## config.mk

```make
export PLATFORM = sky130hd
export DESIGN_NAME = spi_ram_arbiter
export DESIGN_NICKNAME = d
export VERILOG_FILES = /design/src/rtl/spi_ram_arbiter.sv
export SDC_FILE = /design/constraint.sdc
export NUM_CORES = 1
export LEC_CHECK = 0
export ABC_AREA = 0
export CAP_MARGIN = 20
export CORE_MARGIN = 3
export CORE_UTILIZATION = 47
export DETAILED_ROUTE_END_ITERATION = 10
export PLACE_DENSITY = 0.86
export SYNTH_ARGS = -nofsm -noshare
export SYNTH_HDL_FRONTEND = slang
export SYNTH_SLANG_ARGS = --single-unit
```

## constraint.sdc

```tcl
create_clock -name clk -period 4.1 [get_ports clk]
set_clock_uncertainty 0.05 [all_clocks]
set_input_delay 0.615 -clock clk [delete_from_list [all_inputs] [get_ports clk]]
set_output_delay 0.615 -clock clk [all_outputs]
set_load 0.02 [all_outputs]
```

## src/rtl/spi_ram_arbiter.sv

```systemverilog
// spi_ram_arbiter
//   Shares one single-port SPI RAM between two word-level requesters.
//   Each request becomes a short stream of command words on the RAM's
//   (ADDR_W+2)-bit command port:
//     00 = write address, 01 = write data, 10 = read address, 11 = read trigger.
//   Arbitration is round-robin. A read whose data does not come back within
//   TIMEOUT cycles completes with err_o set and rdata_o = 0.
//
// Ports
//   clk, rst_n     system clock (posedge) and asynchronous active-low reset
//   req_i[1:0]     per-requester request, held until the matching gnt_o bit
//   we_i[1:0]      per-requester operation: 1 = write, 0 = read
//   addr_i         requester 0 in [ADDR_W-1:0], requester 1 in the upper half
//   wdata_i[15:0]  requester 0 in [7:0], requester 1 in [15:8]
//   gnt_o[1:0]     one-cycle pulse: request latched, inputs may change
//   done_o[1:0]    one-cycle pulse: transaction complete
//   rdata_o[7:0]   read data, valid while done_o is high for a read
//   err_o          read timed out, valid with done_o
//   ram_din        command word to the RAM, qualified by ram_rx_valid
//   ram_dout       RAM read data, qualified by ram_tx_valid

module spi_ram_arbiter #(
    parameter int unsigned ADDR_W  = 8,
    parameter int unsigned TIMEOUT = 16,
    parameter logic [7:0]  DUMMY   = 8'hFF
) (
    input  logic                clk,
    input  logic                rst_n,
    input  logic [1:0]          req_i,
    input  logic [1:0]          we_i,
    input  logic [2*ADDR_W-1:0] addr_i,
    input  logic [15:0]         wdata_i,
    output logic [1:0]          gnt_o,
    output logic [1:0]          done_o,
    output logic [7:0]          rdata_o,
    output logic                err_o,
    output logic [ADDR_W+1:0]   ram_din,
    output logic                ram_rx_valid,
    input  logic [7:0]          ram_dout,
    input  logic                ram_tx_valid
);

    localparam int unsigned CNT_W = $clog2(TIMEOUT + 1);
    localparam logic [CNT_W-1:0] CNT_LAST = CNT_W'(TIMEOUT - 1);
    localparam logic [CNT_W-1:0] CNT_MAX  = '1;

    typedef enum logic [2:0] {
        IDLE,
        WR_ADDR,
        WR_DATA,
        RD_ADDR,
        RD_CMD,
        RD_WAIT,
        DONE
    } state_t;

    state_t           state_q, state_d;
    logic             owner_q, owner_d;
    logic             last_q, last_d;
    logic [7:0]       wdata_q, wdata_d;
    logic [CNT_W-1:0] cnt_q, cnt_d;

    logic [1:0]        gnt_d;
    logic [1:0]        done_d;
    logic [7:0]        rdata_d;
    logic              err_d;
    logic [ADDR_W+1:0] ram_din_d;
    logic              ram_rx_valid_d;

    // Requester selection for a new transaction; only consumed in IDLE.
    logic              pick;
    logic [ADDR_W-1:0] pick_addr;
    logic [7:0]        pick_wdata;
    logic              pick_we;

    always_comb begin
        pick = 1'b0;
        if (req_i == 2'b11) begin
            // Tie: whoever was not served last goes next.
            pick = ~last_q;
        end else begin
            pick = req_i[1];
        end
        pick_addr  = pick ? addr_i[2*ADDR_W-1:ADDR_W] : addr_i[ADDR_W-1:0];
        pick_wdata = pick ? wdata_i[15:8] : wdata_i[7:0];
        pick_we    = we_i[pick];
    end

    // Registered outputs are loaded from the decode of the state being
    // entered, so each output is valid during the state it belongs to.
    always_comb begin
        state_d        = state_q;
        owner_d        = owner_q;
        last_d         = last_q;
        wdata_d        = wdata_q;
        cnt_d          = cnt_q;
        gnt_d          = '0;
        done_d         = '0;
        rdata_d        = '0;
        err_d          = 1'b0;
        ram_din_d      = '0;
        ram_rx_valid_d = 1'b0;

        case (state_q)
            IDLE: begin
                if (|req_i) begin
                    owner_d        = pick;
                    wdata_d        = pick_wdata;
                    gnt_d[pick]    = 1'b1;
                    ram_rx_valid_d = 1'b1;
                    if (pick_we) begin
                        state_d   = WR_ADDR;
                        ram_din_d = {2'b00, pick_addr};
                    end else begin
                        state_d   = RD_ADDR;
                        ram_din_d = {2'b10, pick_addr};
                    end
                end
            end

            WR_ADDR: begin
                state_d        = WR_DATA;
                ram_rx_valid_d = 1'b1;
                ram_din_d      = {2'b01, ADDR_W'(wdata_q)};
            end

            WR_DATA: begin
                state_d         = DONE;
                done_d[owner_q] = 1'b1;
            end

            RD_ADDR: begin
                state_d        = RD_CMD;
                ram_rx_valid_d = 1'b1;
                ram_din_d      = {2'b11, ADDR_W'(DUMMY)};
            end

            RD_CMD: begin
                state_d = RD_WAIT;
                cnt_d   = '0;
            end

            RD_WAIT: begin
                if (ram_tx_valid) begin
                    state_d         = DONE;
                    done_d[owner_q] = 1'b1;
                    rdata_d         = ram_dout;
                end else if (cnt_q == CNT_LAST) begin
                    state_d         = DONE;
                    done_d[owner_q] = 1'b1;
                    err_d           = 1'b1;
                end else if (cnt_q != CNT_MAX) begin
                    cnt_d = cnt_q + CNT_W'(1);
                end
            end

            DONE: begin
                state_d = IDLE;
                last_d  = owner_q;
            end

            default: begin
                state_d = IDLE;
            end
        endcase
    end

    always_ff @(posedge clk or negedge rst_n) begin
        if (!rst_n) begin
            state_q      <= IDLE;
            owner_q      <= 1'b0;
            last_q       <= 1'b1;
            wdata_q      <= '0;
            cnt_q        <= '0;
            gnt_o        <= '0;
            done_o       <= '0;
            rdata_o      <= '0;
            err_o        <= 1'b0;
            ram_din      <= '0;
            ram_rx_valid <= 1'b0;
        end else begin
            state_q      <= state_d;
            owner_q      <= owner_d;
            last_q       <= last_d;
            wdata_q      <= wdata_d;
            cnt_q        <= cnt_d;
            gnt_o        <= gnt_d;
            done_o       <= done_d;
            rdata_o      <= rdata_d;
            err_o        <= err_d;
            ram_din      <= ram_din_d;
            ram_rx_valid <= ram_rx_valid_d;
        end
    end

endmodule
```

---- Word-level counts from Yosys, hierarchy flattened ----
Index checks and enable logic that the tools add are counted.
W data, S select, Z words.
operators by class
  add/subtract/negate cells ............... 1
  magnitude comparators ................... 4
  equal/unequal tests ..................... 14
  muxes and demuxes ....................... 33
  bitwise gates (word level) .............. 1
  reduce and logical (&&, ||, !) cells .... 9
operator list
  operator               number
  $mux W8                4
  $pmux W10 S3           1
  $mux W10               2
  $pmux W3 S6            1
  $mux W5                3
  $mux W2                5
  $pmux W5 S2            1
  $eq A3 B3 Y1 const B   3
  $mux W1                9
  $mux W3                3
  $ne A2 B2 Y1 const B   4
  $eq A3 B2 Y1 const B   2
  $add A5 B1 Y5 const B  1
  $eq A5 B4 Y1 const B   1
  $ne A5 B5 Y1 const B   1
  $lt A1 B2 Y1 const B   2
  $pmux W2 S2            1
  $reduce_and A2 Y1      2
  $reduce_and A4 Y1      1
  $reduce_or A2 Y1       2
  $eq A3 B1 Y1 const B   1
  $logic_not A3 Y1       1
  $ne A3 B3 Y1 const B   1
  $demux W1 S1           2
  6 further kinds        8
word-level totals
  register bits ........................... 42
  input port bits ......................... 47
  output and inout port bits .............. 24
  word-level logic and storage cells ...... 73

---- Longest topological paths before layout ----
Gate-level depths: netlist of the first run.
  depth after elaboration ................. 8
  depth in mapped cells ................... 7
  mapped depth without buffers ............ 6

---- Worst setup path before layout of the first run ----
No wires, ideal clock.
  path type ............................... register to register
  start ................................... register cnt_q[0]
  end ..................................... register cnt_q[4]
  setup time .............................. 0.126 ns
  data arrival time ....................... 1.891 ns
  required time ........................... 3.924 ns
  slack ................................... 2.033 ns
  stages on the path, launching flop included .. 8
  buffers on the path ..................... 1
  period minus slack after synthesis ...... 2.067 ns
  cells stage by stage .................... dfrtp_1 ha_1 and3_1 ha_1 or3_1 clkbuf_1 and3_1 a221o_1
on the way
  longest elaborated chain between the ends .. 5
  elaborated cells between the ends (all ways) .. 10
  those cells by class .................... add/sub: 1; eq/ne: 4; mux: 4; reduce/logical: 1
ends and longest elaborated chain
  item                      line  source
  start: declaration        61    logic [CNT_W-1:0] cnt_q, cnt_d;
  start signal: assignment  186   cnt_q <= cnt_d;
  $add A5 B1 Y5             153   cnt_d = cnt_q + CNT_W'(1);
  $mux W5                   152   end else if (cnt_q != CNT_MAX) begin
  $mux W5                   148   end else if (cnt_q == CNT_LAST) begin
  $mux W5                   144   if (ram_tx_valid) begin
  $pmux W5 S2               104   case (state_q)
Parallel ways exist; a longest one is shown, timed or not. The select of a mux whose other input is x is not followed.
A chain may end at the register's enable or synchronous reset.

---- Worst setup path in the final report of the first run ----
Same ends and word-level chain as after synthesis.

==> results of run 1 <==
routing by layer:
layer  vias to the layer above  track usage (%)  part of all wire, %
li1                        731                -                    -
met1                       729             22.4                   42
met2                        49             29.4                   51
met3                        10             2.75                  4.0
met4                         0             8.46                  2.4
met5                         -                0                    0
layout by cell type (no fill, tap or decap), drive strengths merged, types with 4 or more instances in the layout:
cell type,n
and2,8
nand2,7
clkbuf,7
clkdlybuf4s50,69
nor2,21
a221o,9
mux2i,8
nor3,4
dfrtp,41
o21ai,17
cells by family after synthesis:
group,Yosys count
mux,9
buf+inv,14
xor+xnor,1
flops,42
fa+ha+maj,3
simple gates,61
compound gates,39
flip-flops by register name (all words and copies together), names as in the netlist:
name          flops
state_q           3
owner_q           1
cnt_q             5
wdata_q           8
last_q            1
gnt_o             2
ram_rx_valid      1
err_o             1
ram_din          10
rdata_o           8
done_o            2
through the flow:
stage | instance area (um2) | worst slack (ns) | hold slack [ns] | instances
global placement | 2580 | 1.94 | 0.450 | 276
finish | 2670 | 1.94 | 0.403 | 284
global route | 2670 | 1.87 | 0.482 | 284
floorplan | 1880 | 2.03 | 0.269 | 169
CTS | 2670 | 1.95 | 0.435 | 284
detailed placement | 2580 | 1.89 | 0.448 | 276
worst max-delay path: stages, from the launching register on:
cell and delay (ns):
dfrtp_1 0.42, ha_1 0.24, and3_1 0.21, ha_1 0.22, or3_1 0.44, and3_1 0.22
a221o_1 0.25
path summary, 6_finish.rpt:
| check | startpoint | to | cells after the start |
|---|---|---|---|
| max | cnt_q[0] | cnt_q[4] | 6 |
| min | rst_n | ram_din[2] | 1 |
| max reg2reg | cnt_q[0] | cnt_q[4] | 6 |
| min reg2reg | owner_q | done_o[0] | 1 |
| max in group asynchronous | rst_n | done_o[0] | 1 |
| min in group clk | owner_q | done_o[0] | 1 |
layout make-up:
cell class                      instances  area, um2  share of cell area [%]
Tap cell                               48       60.1                    2.25
Sequential cell                        42       1050                    39.4
Timing Repair Buffer                   70        696                    26.0
Clock inverter                          1       5.00                   0.187
Multi-Input combinational cell        113        761                    28.5
Inverter                                3       11.3                   0.422
Clock buffer                            7       86.3                    3.23
power breakdown:
part | total, mW | internal [mW] | switching, mW
logic | 0.629 | 0.312 | 0.317
registers | 0.687 | 0.558 | 0.129
clock network | 0.265 | 0.136 | 0.129
total | 1.58 | 1.01 | 0.575
==> summary.txt, run 1 <==
Cells after synthesis - 169
Fin. Hold Viols - 0
IO Pins - 71
Synth Area in Adders - 1.99%
Min-delay worst type - input port to asynchronous set/reset pin
Total grt overflow - 0
Outcome - finished, final reports clean
Yosys cell types - 42
Max VDD drop - 0.367 mV
Post-synthesis mux area share - 4.85%
CP Capture Type - flip-flop
Worst-skew pair later-pin latency - 0.28 ns
Yosys warns - 0
H-tree Lvls - 2
Die W - 69.3 um
Max clock buf depth - 2
CTS Buf Count - 5
Min Tclk post-route - 2.16 ns
Overall power - 1.58 mW
Top-count cell post-synth - dfrtp_1
WS Path Type - flip-flop to flip-flop
Top-area cell type share of the netlist area - 54.4%
Die Y - 69.3 um
Crit share post-route - 52.6%
# clock sinks - 42
Commonest cells post-synth - dfrtp_1 (41), nor2_1 (20), a221o_1 (9), o21ai_0 (9)
CP max FO - 6
Synth Flop Type - dfrtp_1
Routed WL per cell - 14.6 um
Post-synth EDFFs - 0
DRC viols - 0
I/O Buffers - 70
Filler Cell Count - 305
Leak Pwr - 1.21 nW
CTS tree - done
Nets - 285
#FFs+latches synth - 42
RSZ-0062 raised after global routing - no
Yosys top cell by area - dfrtp_1
Via density - 5.35
Synth-to-Final Area Change - 41.8%
Total Routing Usage GR - 17.7%
Post-DP HPWL - 3130 um
Post-CTS Resized - 0
DIE AREA - 4800 um2
Synth top area cells - dfrtp_1 (54%), a221o_1 (4.8%), mux2i_1 (4.2%), nor2_1 (4.0%), and2_1 (2.7%)
Iteration-0 DRC Markers - 119
Relative slew margins - 40.2%
Vias in the first global route - 1496
Pin count of the biggest net entering global routing - 43
Setup TNS - 0 ns
First-pass GRT wire length - 6870 um
Post-Synth Simple-Gate Area - 18.3%
Via count - 1519
WP data required - 4.22 ns
Detailed Routing Iterations Pass 1 - 4
Pins Over Slew Limit - 0
PwrDens - 592 nW/um2
Type of origin of the critical path - flip-flop
Clk slew on worst S/H paths - 0.07 ns
Share of layout cells above drive strength 1 - 5.93%
Synthesized area - 1880 um2
Final setup violation count - 0
XOR/XNOR Fraction of Synth Area - 0.465%
Placer Congestion - 0.804
Initial Util - 50.0%
Post-CTS setup buffers - 0
Max-Cap Viols - 0
Register area share after synthesis - 55.8%
CTS Hold Bufs - 0
Post-synth ARST share - 100%
Initial antenna violation count - 0
Fin util - 70.8%
Worst EP arrival - 2.28 ns
Clock Root Buffer - clkbuf_8
Final WL - 4140 um
Total core area - 3770 um2
Avg Inst Size Synth - 11.1 um2
Largest family of logic cells by synthesized area - simple AND/OR/NAND/NOR gates
Worst-margin pin slew - 0.897 ns
Post-route ant nets - 0
Max Fclk - 0.464 GHz
Ant diodes - 0
Compound-Gate Fraction of Synth Area - 14.7%
Rows - 22
R2R Setup Slk - 1.94 ns
Syn Nets - 219
(Power assumes the default switching activity.)
==> inputs of run 2 (changes only) <==
--- a/config.mk
+++ b/config.mk
@@ -8,9 +8,9 @@
 export ABC_AREA = 0
 export CAP_MARGIN = 20
 export CORE_MARGIN = 3
-export CORE_UTILIZATION = 47
+export CORE_UTILIZATION = 44
 export DETAILED_ROUTE_END_ITERATION = 10
-export PLACE_DENSITY = 0.86
+export PLACE_DENSITY = 0.81
 export SYNTH_ARGS = -nofsm -noshare
 export SYNTH_HDL_FRONTEND = slang
 export SYNTH_SLANG_ARGS = --single-unit
==> constraint.sdc (replaced) <==
create_clock -name clk -period 2.3 [get_ports clk]
set_clock_uncertainty 0.05 [all_clocks]
set_input_delay 0.345 -clock clk [delete_from_list [all_inputs] [get_ports clk]]
set_output_delay 0.345 -clock clk [all_outputs]
set_load 0.02 [all_outputs]
==> run 2 against run 1 <==
Effect of this change: clock-buffer cell count down 2; die area up 6.2%; worst setup slack worse by 1.8 ns; sequential power up 66%; total power up 85%; final area up 2.2%; utilization down 3.5 points; critical endpoint unchanged; routed wire length down 1.3%; critical path type unchanged; global-route usage down 0.51 points; maximum frequency up 0.24%; hold slack better by 0.056 ns.
==> summary.txt, run 2 (same netlist as run 1, synthesis figures left out) <==
Worst-skew pair later-pin latency - 0.29 ns
Total grt overflow - 0
Pre-CTS WS - 0.151 ns
Via density - 5.04
IO Pins - 71
Storage element area - 1050 um2
Worst path max stage delay - 0.45 ns
Min-delay worst type - flip-flop to flip-flop
Most frequent cells in the layout - clkdlybuf4s50_1 (69), dfrtp_1 (41), nor2_1 (20), a221o_1 (9), o21ai_0 (9)
Crit path cell chain - ha_1 > and3_1 > ha_1 > or3_1 > and3_1 > a221o_1
Placer Congestion - 0.808
CP max-delay cell - or3_1
Die Y - 71.4 um
Largest register FFs - 10
Hold EP - done_o[0]
HP Start - owner_q
CTS Hold Bufs - 1
Worst EP arrival - 2.28 ns
Overall power - 2.93 mW
GR Layer Usage met2 - 26.5%
Area of the multi-input gates - 761 um2
Clock Root Buffer - clkbuf_8
I/O Buffers - 70
Pin count of the biggest net entering global routing - 24
Hold path cells - 1
Crit share post-route - 93.5%
Final setup violation count - 0
Max Fclk - 0.465 GHz
Setup TNS - 0 ns
CP max FO - 6
Initial Util - 46.4%
Fin util - 67.3%
Vias in the first global route - 1470
Type of origin of the critical path - flip-flop
Via count - 1466
PwrDens - 1070 nW/um2
Leak Pwr - 1.24 nW
Worst Path Buf+Inv - 0
CP Capture Type - flip-flop
CTS tree - done
Max clock buf depth - 2
Max VDD drop - 0.596 mV
GRT Max-Usage Layer - met2
Ant diodes - 0
FF-to-FF path depth - 6
Synth-to-Final Area Change - 45.0%
Most common cell after layout, fill and taps aside - clkdlybuf4s50_1
Relative slew margins - 69.4%
# clock sinks - 42
Final WL - 4090 um
Share of layout cells above drive strength 1 - 7.88%
R2R Setup Slk - 0.15 ns
H-tree Lvls - 2
WS Path Type - flip-flop to flip-flop
DRC viols - 0
RSZ-0062 raised after global routing - no
Total Routing Usage GR - 17.2%
Detailed Routing Iterations Pass 1 - 4
Post-DP HPWL - 3090 um
Iteration-0 DRC Markers - 128
CTS Buf Count - 5
Worst-margin pin slew - 0.459 ns
Endpoint of the lowest-slack register-to-register path - cnt_q[4]
Fin area - 2730 um2
Outcome - finished, final reports clean
Placed Area - 2610 um2
WP data required - 2.43 ns
DIE AREA - 5100 um2
Initial antenna violation count - 0
Max-Cap Viols - 0
Global-route track usage on met1 - 23.9%
Nets - 290
Clk slew on worst S/H paths - 0.08 ns
Post-CTS setup buffers - 0
Largest delay share family, worst path - simple AND/OR/NAND/NOR gates
Routed WL per cell - 14.0 um
GR Util met3 - 2.38%
First-pass GRT wire length - 6870 um
Biggest register - ram_din
Final setup margin - 0.149 ns
Filler Cell Count - 315
Total core area - 4060 um2
Fin. Hold Viols - 0
Post-route ant nets - 0
Reg-to-reg critical path startpoint - cnt_q[0]
Rows - 23
Die W - 71.4 um
Top flop regs - ram_din x10, rdata_o x8, wdata_q x8
Post-CTS Resized - 0
Min Tclk post-route - 2.15 ns
Pins Over Slew Limit - 0
[run 2: cell type report]
| type | count | share of cell area, % |
|---|---|---|
| clock inverters | 3 | 1.47 |
| inverters | 3 | 0.412 |
| multi-input cells | 113 | 27.9 |
| clock buffers | 5 | 2.52 |
| flip-flops and latches | 42 | 38.5 |
| well taps | 50 | 2.29 |
| repair buffers | 75 | 26.9 |
[run 2: worst max path at each step]
stage / to / cells after the start / slack, ns / from
2_1_floorplan: cnt_q[4] / 7 / 0.23 / cnt_q[0]
4_1_cts: cnt_q[4] / 6 / 0.15 / cnt_q[0]
6_report: cnt_q[4] / 6 / 0.15 / cnt_q[0]
3_5_place_dp: cnt_q[4] / 6 / 0.15 / cnt_q[0]
5_1_grt: cnt_q[4] / 6 / 0.08 / cnt_q[0]
3_3_place_gp: cnt_q[4] / 6 / 0.22 / cnt_q[0]
[run 2: layer usage]
| metal | vias up | wire, um |
|---|---|---|
| met1 | 676 | 1780 |
| met2 | 51 | 2040 |
| met4 | 0 | 36 |
| li1 | 737 | - |
| met5 | - | 0 |
| met3 | 2 | 224 |
[run 2: worst reg2reg max path, delay by kind of cell (launching register included)]
family	cells	cell delay [ns]
AND/OR/NAND/NOR	3	0.87
AO/OA/AOI/OAI	1	0.25
adder cells (fa/ha/maj)	2	0.45
flip-flops	1	0.43
[run 2: power breakdown]
part	internal (mW)	switching, mW
clock	0.319	0.247
sequential	0.996	0.145
combinational	0.581	0.643
[run 2: per-stage QoR]
step | std cells | hold WS [ns]
2_1_floorplan | 169 | -0.000591
3_3_place_gp | 282 | 0.271
3_5_place_dp | 282 | 0.266
4_1_cts | 291 | 0.467
5_1_grt | 291 | 0.486
6_report | 291 | 0.460
